--- src/rtl/scale_buffer_writer.sv ---
// Scaled-buffer writer: turns accepted scaler requests into source-RAM reads and,
// RD_LAT cycles later, sequential scaled-buffer writes, with occupancy-based backpressure.
module scale_buffer_writer #(
    parameter int DATA_W    = 8,
    parameter int BUF_DEPTH = 12200,
    parameter int RD_LAT    = 2
) (
    input  logic              clk,
    input  logic              rst,
    input  logic              en,
    input  logic              wr_En,
    input  logic [18:0]       addr_request,
    input  logic [18:0]       addr_scale,
    input  logic              endScale,
    output logic              src_rd_en,
    output logic [18:0]       src_addr,
    input  logic [DATA_W-1:0] src_data,
    output logic              buf_we,
    output logic [13:0]       buf_addr,
    output logic [DATA_W-1:0] buf_data,
    input  logic              buf_free,
    output logic              buf_full,
    output logic              done
);

    typedef enum logic [1:0] {IDLE, RUN, DRAIN, DONE} state_t;

    state_t                state, state_nxt;
    logic [RD_LAT:1]       vld_pipe;
    logic [RD_LAT:1][13:0] idx_pipe;
    logic [13:0]           wr_idx;
    logic [18:0]           req_cnt;
    logic [14:0]           occ;
    logic                  err_flag;
    logic                  in_run;
    logic                  accept;
    logic                  upstream_busy;
    logic                  free_ok;
    logic [15:0]           in_flight;

    always_ff @(posedge clk) begin
        if (rst) state <= IDLE;
        else     state <= state_nxt;
    end

    // The read sitting at the last stage is written this cycle, so it does not hold DRAIN.
    always_comb begin
        upstream_busy = 1'b0;
        for (int i = 1; i < RD_LAT; i++) upstream_busy = upstream_busy | vld_pipe[i];
    end

    always_comb begin
        state_nxt = state;
        if (!en) begin
            state_nxt = IDLE;
        end else begin
            case (state)
                IDLE:    state_nxt = RUN;
                RUN:     if (endScale) state_nxt = DRAIN;
                DRAIN:   if (!upstream_busy) state_nxt = DONE;
                DONE:    state_nxt = IDLE;
                default: state_nxt = IDLE;
            endcase
        end
    end

    always_comb begin
        in_run = (state == RUN);
        done   = (state == DONE);
    end

    always_comb begin
        in_flight = '0;
        for (int i = 1; i <= RD_LAT; i++) in_flight = in_flight + 16'(vld_pipe[i]);
    end

    assign buf_full  = ({1'b0, occ} + in_flight) >= 16'(BUF_DEPTH);
    assign accept    = in_run && en && wr_En && !buf_full;
    assign src_rd_en = accept;
    assign src_addr  = accept ? addr_scale : '0;

    // Gating with en drops a read landing in the same cycle en falls.
    assign buf_we   = vld_pipe[RD_LAT] && en;
    assign buf_addr = buf_we ? idx_pipe[RD_LAT] : '0;
    assign buf_data = buf_we ? src_data : '0;

    always_ff @(posedge clk) begin
        if (rst || !en) begin
            vld_pipe <= '0;
            idx_pipe <= '0;
            wr_idx   <= '0;
            req_cnt  <= '0;
        end else begin
            vld_pipe[1] <= accept;
            idx_pipe[1] <= wr_idx;
            for (int i = 2; i <= RD_LAT; i++) begin
                vld_pipe[i] <= vld_pipe[i-1];
                idx_pipe[i] <= idx_pipe[i-1];
            end
            if (state == IDLE) begin
                wr_idx  <= '0;
                req_cnt <= '0;
            end else if (accept) begin
                wr_idx  <= (wr_idx == 14'(BUF_DEPTH - 1)) ? '0 : wr_idx + 14'd1;
                req_cnt <= req_cnt + 19'd1;
            end
        end
    end

    // Sticky diagnostic: scaler's pixel index disagrees with our own request count.
    always_ff @(posedge clk) begin
        if (rst)                                    err_flag <= 1'b0;
        else if (accept && addr_request != req_cnt) err_flag <= 1'b1;
        else                                        err_flag <= err_flag;
    end

    assign free_ok = buf_free && (occ != '0);

    always_ff @(posedge clk) begin
        if (rst)                     occ <= '0;
        else if (buf_we && !free_ok) occ <= occ + 15'd1;
        else if (!buf_we && free_ok) occ <= occ - 15'd1;
    end

endmodule
--- config.mk ---
export PLATFORM = sky130hd
export DESIGN_NAME = scale_buffer_writer
export DESIGN_NICKNAME = d
export VERILOG_FILES = /design/src/rtl/scale_buffer_writer.sv
export SDC_FILE = /design/constraint.sdc
export NUM_CORES = 1
export LEC_CHECK = 0
export ABC_AREA = 1
export CAP_MARGIN = 20
export CORE_ASPECT_RATIO = 0.7
export CORE_MARGIN = 2
export CORE_UTILIZATION = 50
export CTS_BUF_LIST = sky130_fd_sc_hd__clkbuf_16
export DETAILED_ROUTE_END_ITERATION = 8
export GPL_ROUTABILITY_DRIVEN = 1
export HOLD_SLACK_MARGIN = 0.03
export PLACE_DENSITY = 0.88
export SLEW_MARGIN = 20
export SYNTH_ARGS = -nofsm -noshare
export SYNTH_HDL_FRONTEND = slang
export SYNTH_SLANG_ARGS = --single-unit
--- constraint.sdc ---
create_clock -name clk -period 6.8 [get_ports clk]
set_input_delay 0.68 -clock clk [delete_from_list [all_inputs] [get_ports clk]]
set_output_delay 0.68 -clock clk [all_outputs]
set_load 0.005 [all_outputs]
==> metrics <==
result of the run finished clean; Sink Count 61; Die X between 100 and 150 um; clock share of power 37.8%; unrepaired setup endpoints after global routing false; DIE HEIGHT roughly 80 um; fin crit share around 72%; clk slew on worst S/H paths roughly 0.05 ns; worst hold path class flip-flop to flip-flop; Antenna Nets Post-Route 0; effective utilization at floorplan slightly above 50%; CP Launch Type flip-flop; worst skew pair latency 0.34 ns; skew final between 0.005 and 0.006 ns; combinational share of power 26.0%; Final Non-Filler Cells between 800 and 900; share of cells above drive strength 1 about 3.8%; Finish-stage setup viols 0; pins over their slew limit 0; setup repair bufs after CTS 0; std cell rows 27; Net Sw Power ~370 uW; hold slack roughly 0.41 ns; critical path arrival roughly 4.2 ns; # port buffers 77; DRT iter0 DRCs ~540; actual slew at the worst max-slew pin 1.09 ns; vias in the first global route roughly 3,700; yosys warns 0; total wire length ~10 mm; sequential power share about 36%; Total GRT Usage 24.5%; Leak Pwr between 0.002 and 0.0025 uW; syn_area_per_cell between 6 and 7 um^2; CTS tree built; GPL Wtd Cong 0.979; total number of vias roughly 4,200; fin crit period just under 5 ns; layout net count approximately 770; WS Path Type flip-flop to output pin; post-synthesis cell type count 34; worst vdd ir between 0.0001 and 0.00015 V; initial antenna violation count 0; number of inserted diodes 0; Worst Path Max Fanout 39; Final Hold Vio Count 0; FF+latch count, synth 61; area of the mapped netlist slightly below 4000 um^2; Initial DRT Pass Iterations 6; total DRC errors in the routed layout 0; Synth Net Count 701; P_int between 700 and 800 uW; Post-Syn Instances 625; DP Wirelength about 7.5 mm; CTS Buf Count 9; endpoint class of the critical path output pin; I/O pins 97; Via density around 5.2; die area approximately 8600 um^2; worst slack, placed 2.24 ns; hold_buf cts 0; Seq/Total Area, Yosys between 30% and 40%; switching part of the total roughly a third; pin count of the biggest net entering global routing 40; first-pass GRT wire length around 17 mm; Core ar. 7770 um^2; htree depth 3; P&R area growth vs syn 27.7%; Req. time, crit path between 6 and 7 ns; pwr dens approximately 220 nW/um^2; total grt overflow 0; drt wl/cell between 10 and 15 um; Post-Place Cells roughly 790; MaxCap Viol Count 0; slew margin rel. roughly 27%; Max Fclk slightly above 200 MHz; Final Util between 60% and 70%; CTS Root Cell clkbuf_16; TNS Setup 0 ns; clk buf depth 2; CTS resizes 0; final setup margin 1.88 ns
[cells in the final DEF (no fill, tap or decap), drive strengths merged, types with 2 or more instances in the layout]
| master | instances |
|---|---|
| clkinv | 5 |
| nor4 | 2 |
| xor2 | 10 |
| fa | 2 |
| o21ai | 21 |
| ha | 22 |
| a21oi | 32 |
| or2 | 2 |
| a211oi | 2 |
| clkinvlp | 2 |
| nor3 | 14 |
| o21bai | 4 |
| nand2 | 101 |
| clkdlybuf4s50 | 77 |
| inv | 134 |
| nand3 | 37 |
| a21o | 3 |
| clkbuf | 9 |
| dfxtp | 61 |
| xnor2 | 5 |
| nand4 | 22 |
| nor2 | 130 |
[critical path, cell delays in order, from the launching register on]
cell	delay (ns)
dfxtp_1	0.35
inv_1	0.13
fa_1	0.42
inv_1	0.09
ha_1	0.18
nand2_2	0.08
nor2_4	0.18
nand2_1	0.10
inv_2	0.10
nand2_1	0.05
nand2_1	0.05
nand3_1	0.09
nor2_2	0.49
nand3_2	0.71
nor2_1	0.30
clkdlybuf4s50_1	0.55
[kinds of logic after synthesis]
group	after synthesis	share of synthesized area, %
simple gates	309	33.5
xor+xnor	15	3.33
buf+inv	149	14.8
compound gates	67	9.42
flops	61	31.0
fa+ha+maj	24	7.99
[stage by stage]
stage | area, um^2 | power (uW)
2_1_floorplan | 3950 | 605
4_1_cts | 5040 | 1110
3_5_place_dp | 4760 | 686
5_1_grt | 5040 | 1170
6_report | 5040 | 1110
3_3_place_gp | 4760 | 672
[synth_stat cells, drive strengths merged]
cell type  count  area share [%]
a21o           3            0.57
nand2        101             9.7
nor4           2            0.32
clkbuf         9            0.86
nand3b         1            0.19
o41ai          1            0.22
fa             2             1.0
buf            6             1.2
or2            2            0.32
o211ai         1            0.19
a31oi          1            0.16
a21oi         32             4.1
o311ai         1            0.22
nor3          14             1.8
clkinv         1           0.095
xnor2          5             1.1
nand3         37             4.8
xor2          10             2.2
o31ai          1            0.19
o21bai         4            0.76
o21ai         21             2.7
nand4         22             3.5
a211oi         2            0.38
nor2         130              13
inv          133              13
dfxtp         61              31
ha            22             7.0
[state kept, by name, indices dropped and copies added (netlist names)]
name,flops
vld_pipe,2
wr_idx,14
idx_pipe,28
occ,15
state,2
[area by class of cell]
class                           instances  area (um^2)
Clock inverter                          7         51.3
Clock buffer                            9          225
Multi-Input combinational cell        415         2140
Timing Repair Buffer                   77          771
Fill cell                             662         2730
Inverter                              134          503
Sequential cell                        61         1220
Tap cell                              101          126
[layer usage]
| layer | part of all wire (%) | wire length (um) | track usage [%] |
|---|---|---|---|
| met1 | 44 | 4470 | 32.9 |
| met2 | 42 | 4210 | 36.8 |
| met3 | 13 | 1300 | 8.22 |
| met4 | 1.4 | 144 | 8.00 |
| met5 | 0 | 0 | 0 |
[power by group through the flow]
stage | sequential, uW | clock (uW) | combinational (uW)
finish | 401 | 419 | 288
CTS | 400 | 426 | 282
global placement | 406 | 0 | 266
global route | 403 | 443 | 324
detailed placement | 407 | 0 | 279
floorplan | 400 | 0 | 205
[path summary, 6_finish.rpt]
| kind | startpoint | endpoint | slack (ns) | depth (start not counted) |
|---|---|---|---|---|
| worst max-delay path | occ[0] | src_addr[15] | 1.88 | 15 |
| worst min-delay path | idx_pipe[11] | idx_pipe[25] | 0.41 | 2 |
| worst max register to register | occ[3] | occ[12] | 3.19 | 15 |
| worst min register to register | idx_pipe[11] | idx_pipe[25] | 0.41 | 2 |
Power figures use the tool's default switching activity.
==> edit, RTL diff (same flow settings) <==
Set the parameter `DATA_W` to 6 (it was 8).
--- a/src/rtl/scale_buffer_writer.sv
+++ b/src/rtl/scale_buffer_writer.sv
@@ -1,7 +1,7 @@
 // Scaled-buffer writer: turns accepted scaler requests into source-RAM reads and,
 // RD_LAT cycles later, sequential scaled-buffer writes, with occupancy-based backpressure.
 module scale_buffer_writer #(
-    parameter int DATA_W    = 8,
+    parameter int DATA_W    = 6,
     parameter int BUF_DEPTH = 12200,
     parameter int RD_LAT    = 2
 ) (
Ports: changed (resized buf_data and src_data); port bits go from 97 to 93. No check against the original RTL was run, so the function may have changed too.
==> edit against the original RTL <==
Power up 3.1%; routed wire length up 1.5%; count of clock-buffer cells in the layout did not move; synthesized area shrank 0.92%; clock power up 9.1%; critical path type unchanged; worst setup slack got worse by 0.019 ns; sequential cell count did not move; critical path depth unchanged; cell area shrank 0.82%; register-to-register slack worse by 0.04 ns; via count decreased by 3.1%.
==> edit: results (changes against the original RTL) <==
* Most common flop cell mapped by yosys: dfxtp_1
* Ys Warns at 0 (unchanged)
* Antenna violations before repair at 0 (unchanged)
* Fraction of layout cells with a size suffix above 1 at 3.90% (+0.055 points)
* Placement Cell Area at 4680 um^2 (-1.7%)
* Commonest cells post-synth: inv_1 (130), nor2_1 (122), nand2_1 (101)
* Setup WS pre-CTS at 2.26 ns (+0.0212 ns)
* P_leak at 2.19 nW (-0.57%)
* VDD IR max at 0.146 mV (+24%)
* # nets final at 762 (-1.6%)
* Tightest Pin Transition at 0.824 ns (-0.267 ns)
* Placed Cells at 774 (-1.8%)
* Mapped Nets at 692 (-1.3%)
* Worst skew pair latency at 0.33 ns
* Via Count at 4035 (-3.1%)
* CP max FO at 39 (unchanged)
* Slew Limit Fails at 0 (unchanged)
* Setup Buffers After CTS at 0 (unchanged)
* Total global-route track usage at 25.0% (+0.56 points)
* Initial DRT Pass Iterations at 6 (unchanged)
* PortBufs at 73 (-5.2%)
* CP max stage delay at 0.73 ns (+0.02 ns)
* Status: finished clean
* Netlist cell types at 34 (unchanged)
* Fillcell total at 616 (-6.9%)
* Clock slew at the register clock pins of the worst setup and hold paths at 0.06 ns
* Final HPWL DP at 7480 um (-0.51%)
* CTS root buf: clkbuf_16
* Vias in the first global route at 3680 (-1.6%)
* Synthesized instance count at 618 (-1.1%)
* Worst Hold Class: flop to flop
* Async set-reset flop share out of synthesis at 0% (unchanged)
* Clock skew at 0.00873 ns (+0.00371 ns)
* Final Util at 67.0% (+2.2 points)
* Slowest-stage cell, CP: nand3_2
* CTS Buffer Depth at 2 (unchanged)
* # diodes at 0 (unchanged)
* First-pass GRT wire length at 16800 um (+1.0%)
* Sequential area share after synthesis at 31.2% (+0.29 points)
* H-tree depth at 3 (unchanged)
* Final RePlAce weighted congestion at 0.932 (-4.7%)
* Fin cells at 791 (-1.6%)
* Biggest registers after layout: idx_pipe x28, occ x15, wr_idx x14
* Total CTS buffers at 9 (unchanged)
* CP top delay family: simple AND/OR/NAND/NOR gates
* Synth area leaders: dfxtp_1 (31%), inv_1 (12%), nor2_1 (12%), nand2_1 (9.7%), ha_1 (7.0%)
* Initial DRC count at 440 (-19%)
* WL/cell at 13.0 um (+3.1%)
## edit: changes by cell type in the layout (fill, tap and decap cells not counted), sizes merged, moves of 2 or more
cell	change
clkdlybuf4s50	-4
nor2	-3
clkinvlp	-2
inv	-2
nand2	+2
nor3	-2
o21ai	+2
## edit: path summary, 6_finish.rpt
kind | start | endpoint | slack, ns | cells past startpoint
hold reg to reg | idx_pipe[1]$_SDFF_PP0_ | idx_pipe[15]$_SDFF_PP0_ | 0.40 | 2
setup reg to reg | occ[0]$_SDFFE_PP0P_ | occ[14]$_SDFFE_PP0P_ | 3.15 | 15
setup / recovery | occ[0]$_SDFFE_PP0P_ | src_addr[13] | 1.86 | 15
hold / removal | idx_pipe[1]$_SDFF_PP0_ | idx_pipe[15]$_SDFF_PP0_ | 0.40 | 2
## edit: layout make-up
type                       instances  area (um^2)  area share [%]
tap                               98          123            2.45
clock inverter                     7         75.1            1.50
inverter                         132          495            9.92
clock buffer                       9          225            4.51
multi-input combinational        410         2110            42.2
timing repair buffer              74          746            14.9
sequential                        61         1220            24.4
## edit: kinds of logic (layout without fill, tap and decap cells)
kind of cell	count (synthesis)	in the layout	synth area share (%)
DFF	61	61	31.2
buffers and inverters	147	222	14.8
and+or+nand+nor	304	304	33.1
xor gates and xnor gates	15	15	3.36
AOI/OAI and AO/OA	67	67	9.41
adders and majority gates	24	24	8.07
## edit: metal layers
metal / global-route usage (%) / wire length [um] / vias up
li1: - / - / 2058
met1: 35.1 / 4570 / 1742
met2: 37.7 / 4390 / 216
met3: 6.64 / 1130 / 19
met4: 6.84 / 183 / 0
met5: 0 / 0 / -
## edit: power breakdown
part / internal [mW] / switching (mW)
registers: 0.375 / 0.0258
clock network: 0.285 / 0.171
logic: 0.115 / 0.171
total: 0.775 / 0.368
